==> config.mk <==
export PLATFORM = sky130hd
export DESIGN_NAME = shift_reg_ctrl
export DESIGN_NICKNAME = d
export VERILOG_FILES = /design/src/rtl/shift_ctrl_pkg.sv /design/src/rtl/univ_shift_reg.sv /design/src/rtl/shift_reg_ctrl.sv
export SDC_FILE = /design/constraint.sdc
export NUM_CORES = 1
export LEC_CHECK = 0
export CELL_PAD_IN_SITES_DETAIL_PLACEMENT = 1
export CELL_PAD_IN_SITES_GLOBAL_PLACEMENT = 2
export CORE_AREA = 3 3 61 63
export DETAILED_ROUTE_END_ITERATION = 6
export DIE_AREA = 0 0 64 66
export PLACE_DENSITY_LB_ADDON = 0.1
export SLEW_MARGIN = 20
export SYNTH_ARGS = -nofsm -noshare
export SYNTH_HDL_FRONTEND = slang
export SYNTH_HIERARCHICAL = 1
export SYNTH_SLANG_ARGS = --single-unit
==> constraint.sdc <==
create_clock -name clk -period 2.4 [get_ports clk]
set_input_delay 0.48 -clock clk [delete_from_list [all_inputs] [get_ports clk]]
set_output_delay 0.48 -clock clk [all_outputs]
set_load 0.005 [all_outputs]
==> src/rtl/shift_ctrl_pkg.sv <==
// Shared types for the shift register controller: command opcodes, FSM states
// and the datapath mode select.
package shift_ctrl_pkg;

    typedef enum logic [1:0] {
        OP_LOAD = 2'b00,
        OP_SHL  = 2'b01,
        OP_SHR  = 2'b10,
        OP_ROTL = 2'b11
    } op_e;

    typedef enum logic [1:0] {
        ST_IDLE,
        ST_SHIFT,
        ST_DONE
    } state_e;

    typedef enum logic [2:0] {
        MODE_HOLD,
        MODE_LOAD,
        MODE_SHL,
        MODE_SHR,
        MODE_ROTL
    } mode_e;

endpackage

==> src/rtl/univ_shift_reg.sv <==
// WIDTH-bit universal shift register: hold, parallel load, shift left/right
// with serial fill, and rotate left.
module univ_shift_reg
    import shift_ctrl_pkg::*;
#(
    parameter int WIDTH = 4
) (
    input  logic             clk,
    input  logic             reset,
    input  mode_e            mode,
    input  logic             ser_in,
    input  logic [WIDTH-1:0] load_data,
    output logic [WIDTH-1:0] q
);

    always_ff @(posedge clk or negedge reset) begin
        if (!reset) begin
            q <= '0;
        end else begin
            unique case (mode)
                MODE_LOAD: q <= load_data;
                MODE_SHL:  q <= {q[WIDTH-2:0], ser_in};
                MODE_SHR:  q <= {ser_in, q[WIDTH-1:1]};
                MODE_ROTL: q <= {q[WIDTH-2:0], q[WIDTH-1]};
                default:   q <= q;
            endcase
        end
    end

endmodule

==> src/rtl/shift_reg_ctrl.sv <==
// Command-driven sequencer for univ_shift_reg: LOAD, counted SHL/SHR/ROTL.
// Define SHIFT_CTRL_ABORT_EN to add an abort input that cancels a running shift.
module shift_reg_ctrl
    import shift_ctrl_pkg::*;
#(
    parameter int WIDTH = 4,
    parameter int CNT_W = 3
) (
    input  logic             clk,
    input  logic             reset,
`ifdef SHIFT_CTRL_ABORT_EN
    input  logic             abort,
`endif
    input  logic             cmd_valid,
    output logic             cmd_ready,
    input  logic [1:0]       cmd_op,
    input  logic [WIDTH-1:0] cmd_data,
    input  logic [CNT_W-1:0] cmd_count,
    input  logic             ser_in,
    output logic [WIDTH-1:0] q,
    output logic             ser_out,
    output logic             busy,
    output logic             done
);

    state_e           state;
    op_e              op_r;
    logic [CNT_W-1:0] cnt;
    mode_e            mode;
    op_e              cmd_op_e;
    logic             accept;
    logic             abort_hit;

    assign cmd_op_e = op_e'(cmd_op);
    assign accept   = cmd_valid && cmd_ready;

`ifdef SHIFT_CTRL_ABORT_EN
    assign abort_hit = abort && (state == ST_SHIFT);
`else
    assign abort_hit = 1'b0;
`endif

    // LOAD writes the register on the accept edge itself; shifts only step in SHIFT.
    always_comb begin
        mode = MODE_HOLD;
        if (accept && cmd_op_e == OP_LOAD) begin
            mode = MODE_LOAD;
        end else if (state == ST_SHIFT && !abort_hit) begin
            unique case (op_r)
                OP_SHL:  mode = MODE_SHL;
                OP_SHR:  mode = MODE_SHR;
                OP_ROTL: mode = MODE_ROTL;
                default: mode = MODE_HOLD;
            endcase
        end
    end

    always_ff @(posedge clk or negedge reset) begin
        if (!reset) begin
            state     <= ST_IDLE;
            op_r      <= OP_SHL;
            cnt       <= '0;
            cmd_ready <= 1'b1;
            busy      <= 1'b0;
            done      <= 1'b0;
        end else begin
            unique case (state)
                ST_IDLE: begin
                    if (accept) begin
                        op_r      <= cmd_op_e;
                        cnt       <= cmd_count;
                        cmd_ready <= 1'b0;
                        busy      <= 1'b1;
                        if (cmd_op_e == OP_LOAD || cmd_count == '0) begin
                            state <= ST_DONE;
                            done  <= 1'b1;
                        end else begin
                            state <= ST_SHIFT;
                        end
                    end
                end
                ST_SHIFT: begin
                    if (abort_hit) begin
                        state     <= ST_IDLE;
                        cmd_ready <= 1'b1;
                        busy      <= 1'b0;
                    end else begin
                        cnt <= cnt - 1'b1;
                        if (cnt == CNT_W'(1)) begin
                            state <= ST_DONE;
                            done  <= 1'b1;
                        end
                    end
                end
                ST_DONE: begin
                    state     <= ST_IDLE;
                    cmd_ready <= 1'b1;
                    busy      <= 1'b0;
                    done      <= 1'b0;
                end
                default: begin
                    state     <= ST_IDLE;
                    cmd_ready <= 1'b1;
                    busy      <= 1'b0;
                    done      <= 1'b0;
                end
            endcase
        end
    end

    assign ser_out = (state != ST_IDLE && op_r == OP_SHR) ? q[0] : q[WIDTH-1];

    univ_shift_reg #(
        .WIDTH(WIDTH)
    ) u_reg (
        .clk       (clk),
        .reset     (reset),
        .mode      (mode),
        .ser_in    (ser_in),
        .load_data (cmd_data),
        .q         (q)
    );

endmodule

==> flow_metrics.env <==
export IMPL_syn_nets=115
export IMPL_ys_warn_count=6
export IMPL_ys_ff_latch=14
export IMPL_grt_overflow=0
export IMPL_cts_path_max_buffers=2
export IMPL_die_area_um2=4220
export IMPL_grt_max_degree=19
export IMPL_dp_hpwl_um=1810
export IMPL_synth_edf_count=0
export IMPL_syn_inst=98
export IMPL_placed_cells=164
export IMPL_path_max_fanout=2
export IMPL_hp_class="reg2reg"
export IMPL_antenna_found_initial=0
export IMPL_r2r_start="op_r[0]"
export IMPL_gp_congestion=0.717
export IMPL_p_leak_nw=0.520
export IMPL_final_cells=168
export IMPL_period_share_pct=93.3
export IMPL_critical_path_top_delay_family="flip-flops"
export IMPL_drt_first_iter_violations=10
export IMPL_fillers=396
export IMPL_cp_num_cells=5
export IMPL_total_power_mw=1.62
export IMPL_setup_violations=0
export IMPL_drc_errors=0
export IMPL_ant_nets=0
export IMPL_cts_hold_fix_buffers=0
export IMPL_internal_power_mw=0.997
export IMPL_routed_wl_um=2320
export IMPL_maxSlewViolCount=0
export IMPL_clkTransAtPathRegs_ns=0.08
export IMPL_worst_slew_pin_slew_ns=0.670
export IMPL_diodes=0
export IMPL_num_rows=21
export IMPL_crit_path_end="ser_out"
export IMPL_fin_skew_ns=0.00485
export IMPL_syn_area_um2=985
export IMPL_switching_share_pct=38.6
export IMPL_initial_core_util_pct=30.0
export IMPL_ys_top_cells_by_area="dfrtp_1 30%, buf_6 5.7%, dfstp_2 5.3%"
export IMPL_synth_top_area_share_pct=30.5
export IMPL_fmax_ghz=0.446
export IMPL_path_buf_inv=2
export IMPL_crit_required_ns=1.92
export IMPL_nets=140
export IMPL_clockPowerShare_pct=10.1
export IMPL_period_needed_ns=2.24
export IMPL_cts_buffers=3
export IMPL_num_io_pins=21
export IMPL_cts_htree_levels=1
export IMPL_wl_per_cell_um=13.8
export IMPL_power_density_nw_per_um2=1270
export IMPL_port_buffers=20
export IMPL_status="finished, final reports clean"
export IMPL_post_cts_setup_buffers=0
export IMPL_cap_violations=0
export IMPL_root_buffer="clkbuf_4"
export IMPL_vias_per_cell=4.87
export IMPL_synthDistinctLibCells=41
export IMPL_track_usage_pct=12.1
export IMPL_crit_path_start_kind="flip-flop"
export IMPL_avgSynthCellArea_um2=10.0
export IMPL_clkLatencyLatePin_ns=0.27
export IMPL_cts_tree="done"
export IMPL_grt_pass1_wl_um=3980
export IMPL_p_sw_mw=0.627
export IMPL_r2r_end="u_reg/q[1]"
export IMPL_rr_worst_depth=7
export IMPL_async_flop_share_pct=100
export IMPL_ir_worst_vdd_v=0.000305
export IMPL_dr_pass1_iters=4
export IMPL_startpoint="op_r[0]"
export IMPL_cts_sinks=14
export IMPL_rrSetupSlack_ns=0.40
export IMPL_power_frac_comb_pct=59.2
export IMPL_seq_area_frac_synth_pct=35.8
export IMPL_synth_top_area_cell="dfrtp_1"
export IMPL_crit_type="reg2out"
export IMPL_rsz0062_at_grt="false"
export IMPL_hold_slack_ns=0.495
export IMPL_die_w_um=64
export IMPL_worstPathCellList="inv_1, ha_1, o21ai_1, mux2_2, dlygate4sd2_1"
export IMPL_die_height_um=66
export IMPL_tns_ns=0
export IMPL_arrival_ns=1.76
export IMPL_cpPeakStageDelay_ns=0.54
export IMPL_grt_pass1_vias=845
export IMPL_cp_slowest_cell="dfstp_2"
export IMPL_seqPwrFrac_pct=30.7
export IMPL_drive_gt1_share_pct=19.7
export IMPL_relSlewSlack_pct=55.2
export IMPL_synth_top_flop_cell="dfrtp_1"
export IMPL_end_kind="output port"
export IMPL_finalHoldViolCount=0
export IMPL_syn_to_final_growth_pct=29.6
export IMPL_num_vias=818
export IMPL_core_um2=3280
==> metrics by stage <==
| stage | instance area (um2) | utilization [%] | setup slack (ns) |
|---|---|---|---|
| finish | 1280 | 38.9 | 0.160 |
| global route | 1280 | 38.9 | 0.0353 |
| CTS | 1280 | 38.9 | 0.116 |
| detailed placement | 1240 | 37.8 | 0.00948 |
| global placement | 1240 | 37.8 | 0.0818 |
| floorplan | 985 | - | 0.442 |
==> sequential cells by signal, indices dropped and copies added (netlist names) <==
register   cells
u_reg/q        4
cnt            3
op_r           2
state          2
busy           1
cmd_ready      1
done           1
==> placed cells by master (no fill, tap or decap), types with 2 or more instances in the layout <==
cell type,synthesis,layout
a21o_1,2,2
a221oi_2,2,2
and3b_1,2,2
buf_4,0,4
clkbuf_4,0,3
clkdlybuf4s50_1,0,19
dfrtp_1,12,12
dfstp_2,2,2
ha_1,4,4
inv_1,5,5
mux2_2,3,3
nand2_1,6,6
nand2b_1,3,3
nand3b_1,2,2
nor2_1,7,7
nor2b_1,3,3
nor3_1,6,6
nor3b_2,1,2
o21a_1,2,2
o21ai_0,4,3
o21ai_1,4,5
o21bai_1,2,2
==> Yosys cell counts (2+ instances only) <==
master / number
o21ai_1: 4
dfrtp_1: 12
nand2b_1: 3
o21a_1: 2
nand2_1: 6
inv_1: 5
nor2_1: 7
a221oi_2: 2
and3b_1: 2
nand3b_1: 2
buf_6: 5
a21o_1: 2
o21ai_0: 4
nor2b_1: 3
nor3_1: 6
mux2_2: 3
o21bai_1: 2
dfstp_2: 2
ha_1: 4
==> power by group through the flow <==
stage | clock network [mW] | registers (mW) | logic [mW]
2_1_floorplan | 0 | 0.484 | 0.661
3_3_place_gp | 0 | 0.500 | 0.972
3_5_place_dp | 0 | 0.506 | 0.987
4_1_cts | 0.178 | 0.503 | 0.986
5_1_grt | 0.190 | 0.524 | 1.08
6_report | 0.164 | 0.498 | 0.961
==> final cells by class <==
cell class / instances / area, um2 / area share, %
well taps: 46 / 57.6 / 4.51
inverters: 5 / 18.8 / 1.47
clock buffers: 4 / 36.3 / 2.84
multi-input cells: 74 / 562 / 44.0
flip-flops and latches: 14 / 353 / 27.6
repair buffers: 25 / 249 / 19.5
==> logic make-up (layout without fill, tap and decap cells) <==
logic type               after synthesis  after routing  share of synthesized area, %
AND/OR/NAND/NOR                       38             38                          23.4
AO/OA/AOI/OAI                         25             25                          20.1
flip-flops                            14             14                          35.8
buffers and inverters                 10             34                          7.62
multiplexers                           6              6                          7.11
adder cells (fa/ha/maj)                4              4                          5.08
XOR/XNOR                               1              1                         0.890
==> metal layers <==
layer | vias up | part of all wire (%) | global-route usage [%]
li1 | 401 | - | -
met1 | 399 | 44 | 14.6
met2 | 16 | 50 | 21.0
met3 | 2 | 5.3 | 3.40
met4 | 0 | 0.73 | 3.23
met5 | - | 0 | 0
==> worst min-delay path by stage <==
stage                     startpoint   end  slack (ns)  depth (start not counted)
after floorplan                reset  busy        0.18                          0
after global placement          busy  busy        0.47                          1
after global routing            done  done        0.56                          2
final                           busy  busy        0.50                          1
after detailed placement        busy  busy        0.48                          1
after CTS                       busy  busy        0.51                          1
==> timing repair <==
action / 4_1_cts / 5_1_grt
hold endpoints to repair: 0 / 0
resized for setup: 2 / 0
endpoints found under the setup margin: 1 / 0
Note: power is estimated with default switching activity, not from simulation.
